<file path="src/rtl/mmu_feeder_pkg.sv">
// Shared widths, weight-memory element indices, FSM encoding and lane payload for mmu_feeder.
package mmu_feeder_pkg;

  localparam int unsigned DATA_W  = 8;
  localparam int unsigned ACC_W   = 16;
  localparam int unsigned OUT_W   = 8;
  localparam int unsigned MMU_LAT = 2;
  localparam int unsigned N_ELEM  = 8;
  localparam int unsigned N_OUT   = 4;
  localparam int unsigned IDX_W   = 2;
  localparam int unsigned FEED_STEPS = 3;
  localparam int unsigned CNT_W   = (MMU_LAT > 4) ? $clog2(MMU_LAT) : 2;

  localparam int unsigned A00 = 0;
  localparam int unsigned A01 = 1;
  localparam int unsigned A10 = 2;
  localparam int unsigned A11 = 3;
  localparam int unsigned B00 = 4;
  localparam int unsigned B01 = 5;
  localparam int unsigned B10 = 6;
  localparam int unsigned B11 = 7;

  typedef enum logic [2:0] {
    ST_IDLE  = 3'd0,
    ST_CLEAR = 3'd1,
    ST_FEED  = 3'd2,
    ST_WAIT  = 3'd3,
    ST_OUT   = 3'd4,
    ST_DONE  = 3'd5
  } state_e;

  typedef struct packed {
    logic [DATA_W-1:0] a0;
    logic [DATA_W-1:0] a1;
    logic [DATA_W-1:0] b0;
    logic [DATA_W-1:0] b1;
  } lanes_t;

  function automatic logic [DATA_W-1:0] elem(input logic [N_ELEM*DATA_W-1:0] mem,
                                             input int unsigned k);
    return mem[k*DATA_W +: DATA_W];
  endfunction

endpackage

</file>
<file path="src/rtl/mmu_feeder_if.sv">
// Control-unit, weight-memory, MMU and host-pin signals of mmu_feeder; master = feeder side.
interface mmu_feeder_if
  import mmu_feeder_pkg::*;
();

  logic                       feeding_en;
  logic [N_ELEM*DATA_W-1:0]   mem_flat;
  logic [DATA_W-1:0]          mmu_a0;
  logic [DATA_W-1:0]          mmu_a1;
  logic [DATA_W-1:0]          mmu_b0;
  logic [DATA_W-1:0]          mmu_b1;
  logic                       mmu_valid;
  logic                       mmu_clear;
  logic [N_OUT*ACC_W-1:0]     mmu_c;
  logic [OUT_W-1:0]           out_data;
  logic                       out_valid;
  logic [IDX_W-1:0]           out_idx;
  logic                       busy;
  logic                       done;

  modport master (
    input  feeding_en, mem_flat, mmu_c,
    output mmu_a0, mmu_a1, mmu_b0, mmu_b1, mmu_valid, mmu_clear,
           out_data, out_valid, out_idx, busy, done
  );

  modport slave (
    output feeding_en, mem_flat, mmu_c,
    input  mmu_a0, mmu_a1, mmu_b0, mmu_b1, mmu_valid, mmu_clear,
           out_data, out_valid, out_idx, busy, done
  );

endinterface

</file>
<file path="src/rtl/mmu_feeder_result_serializer.sv">
// Captures the four MMU results and streams them one per cycle, narrowed to OUT_W.
// MMU_FEEDER_SATURATE_EN selects signed clamping instead of truncation.
module mmu_feeder_result_serializer
  import mmu_feeder_pkg::*;
(
  input  logic                   clk,
  input  logic                   rst_n,
  input  logic                   capture_c,
  input  logic                   out_en_c,
  input  logic [N_OUT*ACC_W-1:0] mmu_c,
  output logic [OUT_W-1:0]       out_data,
  output logic                   out_valid,
  output logic [IDX_W-1:0]       out_idx
);

`ifdef MMU_FEEDER_SATURATE_EN
  localparam logic signed [ACC_W-1:0] SAT_MAX = {{(ACC_W-OUT_W+1){1'b0}}, {(OUT_W-1){1'b1}}};
  localparam logic signed [ACC_W-1:0] SAT_MIN = {{(ACC_W-OUT_W+1){1'b1}}, {(OUT_W-1){1'b0}}};
`endif

  function automatic logic [OUT_W-1:0] conv(input logic [ACC_W-1:0] x);
`ifdef MMU_FEEDER_SATURATE_EN
    logic signed [ACC_W-1:0] sx;
    sx = $signed(x);
    if (sx > SAT_MAX)      conv = SAT_MAX[OUT_W-1:0];
    else if (sx < SAT_MIN) conv = SAT_MIN[OUT_W-1:0];
    else                   conv = x[OUT_W-1:0];
`else
    conv = x[OUT_W-1:0];
`endif
  endfunction

  logic [N_OUT-1:0][ACC_W-1:0] cap_q, cap_d;
  logic [OUT_W-1:0]            out_data_q, out_data_d;
  logic                        out_valid_q, out_valid_d;
  logic [IDX_W-1:0]            out_idx_q, out_idx_d;

  // The first output slot reads the freshly captured word in the same cycle it is latched.
  always_comb begin
    cap_d       = cap_q;
    out_idx_d   = '0;
    out_data_d  = '0;
    out_valid_d = out_en_c;
    if (capture_c) cap_d = mmu_c;
    if (out_en_c) begin
      out_idx_d  = out_valid_q ? IDX_W'(out_idx_q + 1'b1) : '0;
      out_data_d = conv(cap_d[out_idx_d]);
    end
  end

  always_ff @(posedge clk or negedge rst_n) begin
    if (!rst_n) begin
      cap_q       <= '0;
      out_data_q  <= '0;
      out_valid_q <= 1'b0;
      out_idx_q   <= '0;
    end else begin
      cap_q       <= cap_d;
      out_data_q  <= out_data_d;
      out_valid_q <= out_valid_d;
      out_idx_q   <= out_idx_d;
    end
  end

  assign out_data  = out_data_q;
  assign out_valid = out_valid_q;
  assign out_idx   = out_idx_q;

endmodule

</file>
<file path="src/rtl/mmu_feeder.sv">
// Feeds the 2x2 systolic MMU from weight memory with diagonal skew, then serializes c00..c11.
// Build option: MMU_FEEDER_SATURATE_EN (saturating result narrowing, see serializer).
module mmu_feeder
  import mmu_feeder_pkg::*;
(
  input  logic          clk,
  input  logic          rst_n,
  mmu_feeder_if.master  bus
);

  state_e           state_q, state_d;
  logic [CNT_W-1:0] cnt_q, cnt_d;
  logic             en_q;
  lanes_t           lanes_q, lanes_d;
  logic             mmu_valid_q, mmu_valid_d;
  logic             mmu_clear_q, mmu_clear_d;
  logic             busy_q, busy_d;
  logic             done_q, done_d;
  logic             start_c, abort_c, capture_c, out_en_c;
  logic [IDX_W-1:0] out_idx;

  assign start_c = (state_q == ST_IDLE) && bus.feeding_en && !en_q;
  assign abort_c = !bus.feeding_en &&
                   (state_q inside {ST_CLEAR, ST_FEED, ST_WAIT, ST_OUT});

  // Next state, step counter and registered-output values all derive from state_d.
  always_comb begin
    state_d     = state_q;
    cnt_d       = '0;
    capture_c   = 1'b0;
    lanes_d     = '0;
    mmu_valid_d = 1'b0;
    mmu_clear_d = 1'b0;
    busy_d      = 1'b0;
    done_d      = 1'b0;

    unique case (state_q)
      ST_IDLE:  if (start_c) state_d = ST_CLEAR;
      ST_CLEAR: state_d = ST_FEED;
      ST_FEED: begin
        if (cnt_q == CNT_W'(FEED_STEPS - 1)) state_d = ST_WAIT;
        else cnt_d = CNT_W'(cnt_q + 1'b1);
      end
      ST_WAIT: begin
        if (cnt_q == CNT_W'(MMU_LAT - 1)) begin
          state_d   = ST_OUT;
          capture_c = 1'b1;
        end else begin
          cnt_d = CNT_W'(cnt_q + 1'b1);
        end
      end
      ST_OUT:   if (out_idx == IDX_W'(N_OUT - 1)) state_d = ST_DONE;
      ST_DONE:  state_d = ST_IDLE;
      default:  state_d = ST_IDLE;
    endcase

    if (abort_c) begin
      state_d   = ST_IDLE;
      cnt_d     = '0;
      capture_c = 1'b0;
    end

    out_en_c    = (state_d == ST_OUT);
    busy_d      = (state_d != ST_IDLE);
    done_d      = (state_d == ST_DONE);
    mmu_clear_d = (state_d == ST_CLEAR);

    // Diagonal skew: row 1 / column 1 lag row 0 / column 0 by one step.
    if (state_d == ST_FEED) begin
      mmu_valid_d = 1'b1;
      unique case (cnt_d)
        CNT_W'(0): begin
          lanes_d.a0 = elem(bus.mem_flat, A00);
          lanes_d.b0 = elem(bus.mem_flat, B00);
        end
        CNT_W'(1): begin
          lanes_d.a0 = elem(bus.mem_flat, A01);
          lanes_d.a1 = elem(bus.mem_flat, A10);
          lanes_d.b0 = elem(bus.mem_flat, B10);
          lanes_d.b1 = elem(bus.mem_flat, B01);
        end
        default: begin
          lanes_d.a1 = elem(bus.mem_flat, A11);
          lanes_d.b1 = elem(bus.mem_flat, B11);
        end
      endcase
    end
  end

  // en_q resets high so a level already asserted at reset release is not taken as an edge.
  always_ff @(posedge clk or negedge rst_n) begin
    if (!rst_n) begin
      state_q     <= ST_IDLE;
      cnt_q       <= '0;
      en_q        <= 1'b1;
      lanes_q     <= '0;
      mmu_valid_q <= 1'b0;
      mmu_clear_q <= 1'b0;
      busy_q      <= 1'b0;
      done_q      <= 1'b0;
    end else begin
      state_q     <= state_d;
      cnt_q       <= cnt_d;
      en_q        <= bus.feeding_en;
      lanes_q     <= lanes_d;
      mmu_valid_q <= mmu_valid_d;
      mmu_clear_q <= mmu_clear_d;
      busy_q      <= busy_d;
      done_q      <= done_d;
    end
  end

  mmu_feeder_result_serializer u_ser (
    .clk       (clk),
    .rst_n     (rst_n),
    .capture_c (capture_c),
    .out_en_c  (out_en_c),
    .mmu_c     (bus.mmu_c),
    .out_data  (bus.out_data),
    .out_valid (bus.out_valid),
    .out_idx   (out_idx)
  );

  assign bus.out_idx   = out_idx;
  assign bus.mmu_a0    = lanes_q.a0;
  assign bus.mmu_a1    = lanes_q.a1;
  assign bus.mmu_b0    = lanes_q.b0;
  assign bus.mmu_b1    = lanes_q.b1;
  assign bus.mmu_valid = mmu_valid_q;
  assign bus.mmu_clear = mmu_clear_q;
  assign bus.busy      = busy_q;
  assign bus.done      = done_q;

endmodule

</file>
<file path="src/flat_wrapper.sv">
// flat-port wrapper written by rule: the top's interface ports become plain ports
module mmu_feeder_flat import mmu_feeder_pkg::*;
  (clk, rst_n, bus_feeding_en, bus_mem_flat, bus_mmu_c, bus_mmu_a0, bus_mmu_a1, bus_mmu_b0, bus_mmu_b1, bus_mmu_valid, bus_mmu_clear, bus_out_data, bus_out_valid, bus_out_idx, bus_busy, bus_done);
  mmu_feeder_if bus_i ();
  input  logic clk;
  input  logic rst_n;
  input wire logic [$bits(bus_i.feeding_en)-1:0] bus_feeding_en;
  input wire logic [$bits(bus_i.mem_flat)-1:0] bus_mem_flat;
  input wire logic [$bits(bus_i.mmu_c)-1:0] bus_mmu_c;
  output wire logic [$bits(bus_i.mmu_a0)-1:0] bus_mmu_a0;
  output wire logic [$bits(bus_i.mmu_a1)-1:0] bus_mmu_a1;
  output wire logic [$bits(bus_i.mmu_b0)-1:0] bus_mmu_b0;
  output wire logic [$bits(bus_i.mmu_b1)-1:0] bus_mmu_b1;
  output wire logic [$bits(bus_i.mmu_valid)-1:0] bus_mmu_valid;
  output wire logic [$bits(bus_i.mmu_clear)-1:0] bus_mmu_clear;
  output wire logic [$bits(bus_i.out_data)-1:0] bus_out_data;
  output wire logic [$bits(bus_i.out_valid)-1:0] bus_out_valid;
  output wire logic [$bits(bus_i.out_idx)-1:0] bus_out_idx;
  output wire logic [$bits(bus_i.busy)-1:0] bus_busy;
  output wire logic [$bits(bus_i.done)-1:0] bus_done;
  assign bus_i.feeding_en = bus_feeding_en;
  assign bus_i.mem_flat = bus_mem_flat;
  assign bus_i.mmu_c = bus_mmu_c;
  assign bus_mmu_a0 = bus_i.mmu_a0;
  assign bus_mmu_a1 = bus_i.mmu_a1;
  assign bus_mmu_b0 = bus_i.mmu_b0;
  assign bus_mmu_b1 = bus_i.mmu_b1;
  assign bus_mmu_valid = bus_i.mmu_valid;
  assign bus_mmu_clear = bus_i.mmu_clear;
  assign bus_out_data = bus_i.out_data;
  assign bus_out_valid = bus_i.out_valid;
  assign bus_out_idx = bus_i.out_idx;
  assign bus_busy = bus_i.busy;
  assign bus_done = bus_i.done;
  mmu_feeder u_core (.clk(clk), .rst_n(rst_n), .bus(bus_i));
endmodule
</file>
<file path="config.mk">
export PLATFORM = sky130hd
export DESIGN_NAME = mmu_feeder_flat
export DESIGN_NICKNAME = d
export VERILOG_FILES = /design/src/rtl/mmu_feeder_pkg.sv /design/src/rtl/mmu_feeder_if.sv /design/src/rtl/mmu_feeder_result_serializer.sv /design/src/rtl/mmu_feeder.sv /design/src/flat_wrapper.sv
export SDC_FILE = /design/constraint.sdc
export NUM_CORES = 1
export LEC_CHECK = 0
export BUFFER_PORTS_ARGS = -buffer_cell sky130_fd_sc_hd__buf_2
export CAP_MARGIN = 20
export CELL_PAD_IN_SITES_DETAIL_PLACEMENT = 1
export CELL_PAD_IN_SITES_GLOBAL_PLACEMENT = 2
export CORE_ASPECT_RATIO = 0.6
export CORE_MARGIN = 2
export CORE_UTILIZATION = 30
export DETAILED_ROUTE_END_ITERATION = 8
export PLACE_DENSITY_LB_ADDON = 0.08
export RECOVER_POWER = 50
export SETUP_SLACK_MARGIN = 0.5
export SYNTH_ARGS = -nofsm -noshare
export SYNTH_HDL_FRONTEND = slang
export SYNTH_SLANG_ARGS = --single-unit
</file>
<file path="constraint.sdc">
create_clock -name clk -period 3.4 [get_ports clk]
set_clock_uncertainty 0.1 [all_clocks]
set_input_delay 0.34 -clock clk [delete_from_list [all_inputs] [get_ports clk]]
set_output_delay 0.34 -clock clk [all_outputs]
set_load 0.02 [all_outputs]
</file>
**Word level (Yosys, flattened, before mapping)**

Cells that the tools add are included.

- Bits in registers: 117
- Input bits: 131

- Equal/unequal tests: 12
- Order comparisons: 1
- Add/subtract/negate cells: 2
- Multiplexer cells: 25
- Reductions and logical operators: 9

Operator list:

| operator | number |
|---|---|
| 64-bit two-way mux | 1 |
| 8-bit one-hot mux with 2 select lines | 4 |
| 16-bit binary-select mux with 2-bit select | 1 |
| 32-bit two-way mux | 1 |
| 8-bit two-way mux | 2 |
| 3-bit two-way mux | 5 |
| 3-bit one-hot mux with 5 select lines | 1 |
| 2-bit two-way mux | 5 |
| 3-bit by 2-bit equality test with 1-bit output (second input constant) | 3 |
| 3-bit equality test (second input constant) | 3 |
| 3-bit by 1-bit equality test with 1-bit output (second input constant) | 2 |
| 2-bit by 1-bit adder with 2-bit output (second input constant) | 2 |
| 2-bit by 1-bit equality test with 1-bit output (second input constant) | 2 |
| 2-bit equality test (second input constant) | 2 |
| 1-bit two-way mux | 4 |
| 2-bit one-hot mux with 2 select lines | 1 |
| 4-bit nonzero test | 1 |
| 1-bit logical AND | 3 |
| 3-bit logical NOT | 1 |
| 2-bit by 3-bit < comparator with 1-bit output (second input constant) | 1 |
| 3-bit nonzero test | 1 |
| 1-bit logical NOT | 2 |
| 2-bit logical NOT | 1 |

**Longest topological paths before layout**

- Word-level depth: 8
- Mapped depth: 8
- Gate-level depth less buffers: 6

**Cells and area by module**

Synthesis repeated with hierarchy kept, for this count alone.

- Cells, all modules: 349
- Area total of the unflattened synthesis: 4122.7 um2

By module, submodules not included:

| module | area an instance (um2) | cells an instance | seq. area each (um2) | instances |
|---|---|---|---|---|
| mmu_feeder | 2354.8 | 216 | 1052.3 | 1 |
| mmu_feeder_result_serializer | 1767.9 | 133 | 1076.0 | 1 |

**Least setup slack after synthesis**

OpenSTA, ideal clock, no wires.

- Path kind: register to register
- Start: reg u_core.u_ser.out_idx_q[0] (netlist: u_core.u_ser.out_idx[0])
- End: reg u_core.u_ser.out_data_q[0] (netlist: u_core.u_ser.out_data[0])
- Clock period less this slack: 1.868 ns
- Setup slack: 1.532 ns
- Stages on the path, launching flop included: 8
- Arrival time: 1.657 ns
- Cell sequence: dfrtp_1 -> ha_1 -> nand3b_1 -> a21oi_1 -> o32ai_4 -> nand2b_1 -> buf_2 -> a2111oi_2

- Longest elaborated chain between the ends: 6
- Elaborated cells on any way between the ends: 10

RTL lines:

| what | RTL line | source |
|---|---|---|
| from (decl) | mmu_feeder_result_serializer.sv:36 | `logic [IDX_W-1:0] out_idx_q, out_idx_d;` |
| from (signal assigned) | mmu_feeder_result_serializer.sv:61 | `out_idx_q <= out_idx_d;` |
| 2-bit equality test | mmu_feeder.sv:52 | `ST_OUT: if (out_idx == IDX_W'(N_OUT - 1)) state_d = ST_DONE;` |
| 3-bit two-way mux | mmu_feeder.sv:52 |  |
| 3-bit one-hot mux with 5 select lines | mmu_feeder.sv:37 | `unique case (state_q)` |
| 3-bit two-way mux | mmu_feeder.sv:57 | `if (abort_c) begin` |
| 3-bit equality test | mmu_feeder.sv:63 | `out_en_c = (state_d == ST_OUT);` |
| 8-bit two-way mux (*) | mmu_feeder_result_serializer.sv:45 | `if (out_en_c) begin` |
| net u_core.u_ser.out_data_d[0] | mmu_feeder_result_serializer.sv:34 | `logic [OUT_W-1:0] out_data_q, out_data_d;` |
| to (signal assigned) | mmu_feeder_result_serializer.sv:59 | `out_data_q <= out_data_d;` |
| to (decl) | mmu_feeder_result_serializer.sv:34 |  |

Mark *: on every way through the listed nets, which the timed path passes. The rest lies on a longest branch. The select of a mux whose other input is x is not followed.

==> metrics.txt <==
outcome=finished with violations; failing checks=max-capacitance violations, max-slew violations; async set-or-reset flop fraction in the synthesized netlist=100%; top cells by area, synth=dfrtp_1, a22oi_1, nor2_1, a2111oi_2, mux2_2; First DRT Iteration DRCs=83; Fin. Hold Viols=0; fmax=slightly below 0.4 GHz; die height=~88 µm; n_diodes=0; most frequent cell after synthesis=dfrtp_1; Reg-to-Reg Start=u_core.state_q[0]; worst-path maximum fanout=37; crit path cell chain=dlygate4sd3_1, clkbuf_1, buf_4; Net count, final=approximately 550; global-route wire length before repair=15100 µm; Core ar.=~11000 µm²; Synth Area in Adders=0.351%; sw power=approximately 560 µW; CTS buffer count=9; Fin Setup TNS=0 ps; weighted congestion at the end of routability-driven global placement=~0.68; xor-xnor portion of the synthesized cell area=0%; Area Overhead vs Synth=30.3%; synthesis-stage register bit count=85; Vias=2653; syn nets=just over 400; sequential share of power=around 47%; vias in the first global route=~2800; EDFF count, synth=0; gr usage total=approximately 16%; Setup WS pre-CTS=938 ps; Period minus WS final=roughly 2600 ps; Final ANT Viol Nets=0; CP max stage delay=~1500 ps; Port Buffers=between 100 and 150; post-synthesis sequential area ratio=approximately three fifths; mapped cell area=between 3000 and 4000 µm²; CTS tree=built; I/O Pins=between 150 and 200; post-synthesis compound-gate area fraction=approximately 14%; Setup crit start=rst_n; worst vdd ir=0.231 mV; Die ar.=12800 µm²; cell area power density=~500 nW/µm²; Clk pwr share=42.6%; Post-CTS Setup Inserts=0; DR DRC count=0; Final Max Slew Viols=38; WL final=about 9600 µm; # setup viols final=0; slew margin rel.=-39.4%; clk sinks=85; Logic pwr share=between 10% and 20%; Pint=about 1800 µW; Rows=30; Worst EP required=roughly 3700 ps; Hold Crit Class=in2reg; Mapped Cells=between 200 and 300; Design Area, Final=between 4000 and 5000 µm²; Inst Count DP=570; Worst Slack Setup Final=about 830 ps; CP arrival=between 2000 and 3000 ps; switch share=23.8%; root buffer cell=clkbuf_16; crit end category=async pin; Fillers=~1300; RSZ-0062 raised after global routing=false; DRT Pass-1 Iters=4; simple logic cell fraction of the synthesized area=11.1%; total gr overflow=0; Non-Filler Instances=slightly below 600; Hold Buf Count CTS=1; max-cap violation count=1; Via-to-Cell Ratio=about 4.5; Worst-Skew Late Latency=330 ps; hold_ws=between 100 and 150 ps; share of layout cells above drive strength 1=34.7%; DP HPWL=around 7000 µm; Mapped Avg Cell Area=13.0 µm²; largest net degree at the start of global routing=38; synth unique cells=between 40 and 50; crit path launch type=input pin; CTS H-Tree Depth=3; post_cts resized=0; Worst Tran Pin Value=2090 ps; Critical Path Slowest Stage Cell=clkbuf_1; period utilization=about three quarters; clock buffer depth=2; Placement Cell Area=around 4400 µm²; WL per Instance=16.3 µm; FF/Latch Area=between 2000 and 2500 µm²; Lkg Pwr=around 0.0022 µW; mux cell area share after synthesis=under 10%; Initial Util=a little under a third; Die W=roughly 140 µm; dominant cell type by area after synthesis=dfrtp_1; most common library cells after synthesis=dfrtp_1, nor2_1, a22oi_1; initial antenna violation count=0; WS Path Type=in2async; area of the multi-input gates=1250 µm²; main flop type after synthesis=dfrtp_1; clock slew at reported path FFs=around 60 ps; hold_sp=bus_feeding_en; top cell type's share of synthesized area=58.9%; yosys warns=0; largest family of logic cells by synthesized area=compound AO/OA/AOI/OAI gates
-- power groups by stage --
stage,Sequential (µW),Clock [µW],Combinational (µW)
floorplan,1120,0,121
global placement,1110,0,256
detailed placement,1110,0,261
CTS,1090,1030,263
global route,1100,1080,280
finish,1090,997,250
-- critical path: cells and delay by family --
kind / cells / cell delay [ps]
buffers and inverters: 3 / 2560
-- kinds of logic (layout without fill, tap and decap cells) --
group                    count (synthesis)  in the layout
flip-flops                              85             85
AND/OR/NAND/NOR                         74             74
AO/OA/AOI/OAI                           56             56
multiplexers                            31             31
buffers and inverters                   28            180
adder cells (fa/ha/maj)                  1              1
-- metrics by stage --
stage          total power, µW  util, %
6_report                  2340     40.6
3_3_place_gp              1370     38.5
2_1_floorplan             1250        -
4_1_cts                   2390     41.3
5_1_grt                   2460     40.6
3_5_place_dp              1370     38.5
-- final timing paths --
| kind | to | cells after the start | slack [ps] |
|---|---|---|---|
| setup reg to reg | u_core.u_ser.out_data[1] | 5 | 840 |
| min in group asynchronous | u_core.bus.mmu_a1[3] | 2 | 1070 |
| setup / recovery | u_core.en_q | 3 | 830 |
| max in group clk | u_core.u_ser.out_data[1] | 5 | 840 |
| hold / removal | u_core.en_q | 1 | 140 |
| hold reg to reg | u_core.u_ser.cap_q[23] | 1 | 390 |
-- registers in the layout (all words and copies together), names as in the netlist --
register,flops
u_core.bus.mmu_valid,1
u_core.u_ser.out_idx,2
u_core.u_ser.out_data,8
u_core.bus.busy,1
u_core.bus.mmu_a1,8
u_core.en_q,1
u_core.u_ser.cap_q,32
u_core.bus.mmu_b0,8
u_core.bus.mmu_clear,1
u_core.u_ser.out_valid,1
u_core.state_q,3
u_core.bus.mmu_b1,8
u_core.bus.mmu_a0,8
u_core.cnt_q,2
u_core.bus.done,1
-- layout make-up --
cell class                 instances  share of cell area [%]
clock buffer                      11                    5.44
clock inverter                     5                    1.27
inverter                          13                    1.05
multi-input combinational        162                    26.8
sequential                        85                    45.8
tap                              160                    4.31
timing repair buffer             151                    15.3
-- routing by layer --
| layer | vias up | global-route usage (%) | wire [µm] |
|---|---|---|---|
| li1 | 1264 | - | - |
| met2 | 66 | 24.4 | 4270 |
| met5 | - | 0 | 0 |
| met3 | 8 | 4.11 | 462 |
| met4 | 0 | 4.41 | 101 |
| met1 | 1315 | 21.8 | 4730 |
-- placed cells by master, fill, tap and decap left out, types with 3 or more instances in the layout --
cell type | Yosys | final
mux2i_1 | 8 | 8
buf_4 | 3 | 5
o22ai_1 | 7 | 7
mux2_4 | 4 | 4
dfrtp_1 | 84 | 84
a2111oi_2 | 8 | 8
buf_2 | 7 | 96
clkbuf_1 | 1 | 49
a22oi_1 | 30 | 30
clkbuf_16 | 0 | 9
nand3b_1 | 3 | 3
nor2b_1 | 6 | 6
inv_1 | 13 | 13
nand2_1 | 6 | 6
nor3_1 | 4 | 3
nor2_1 | 42 | 42
mux2_2 | 10 | 10
mux2_1 | 9 | 9
Note: power is estimated with default switching activity, not from simulation.
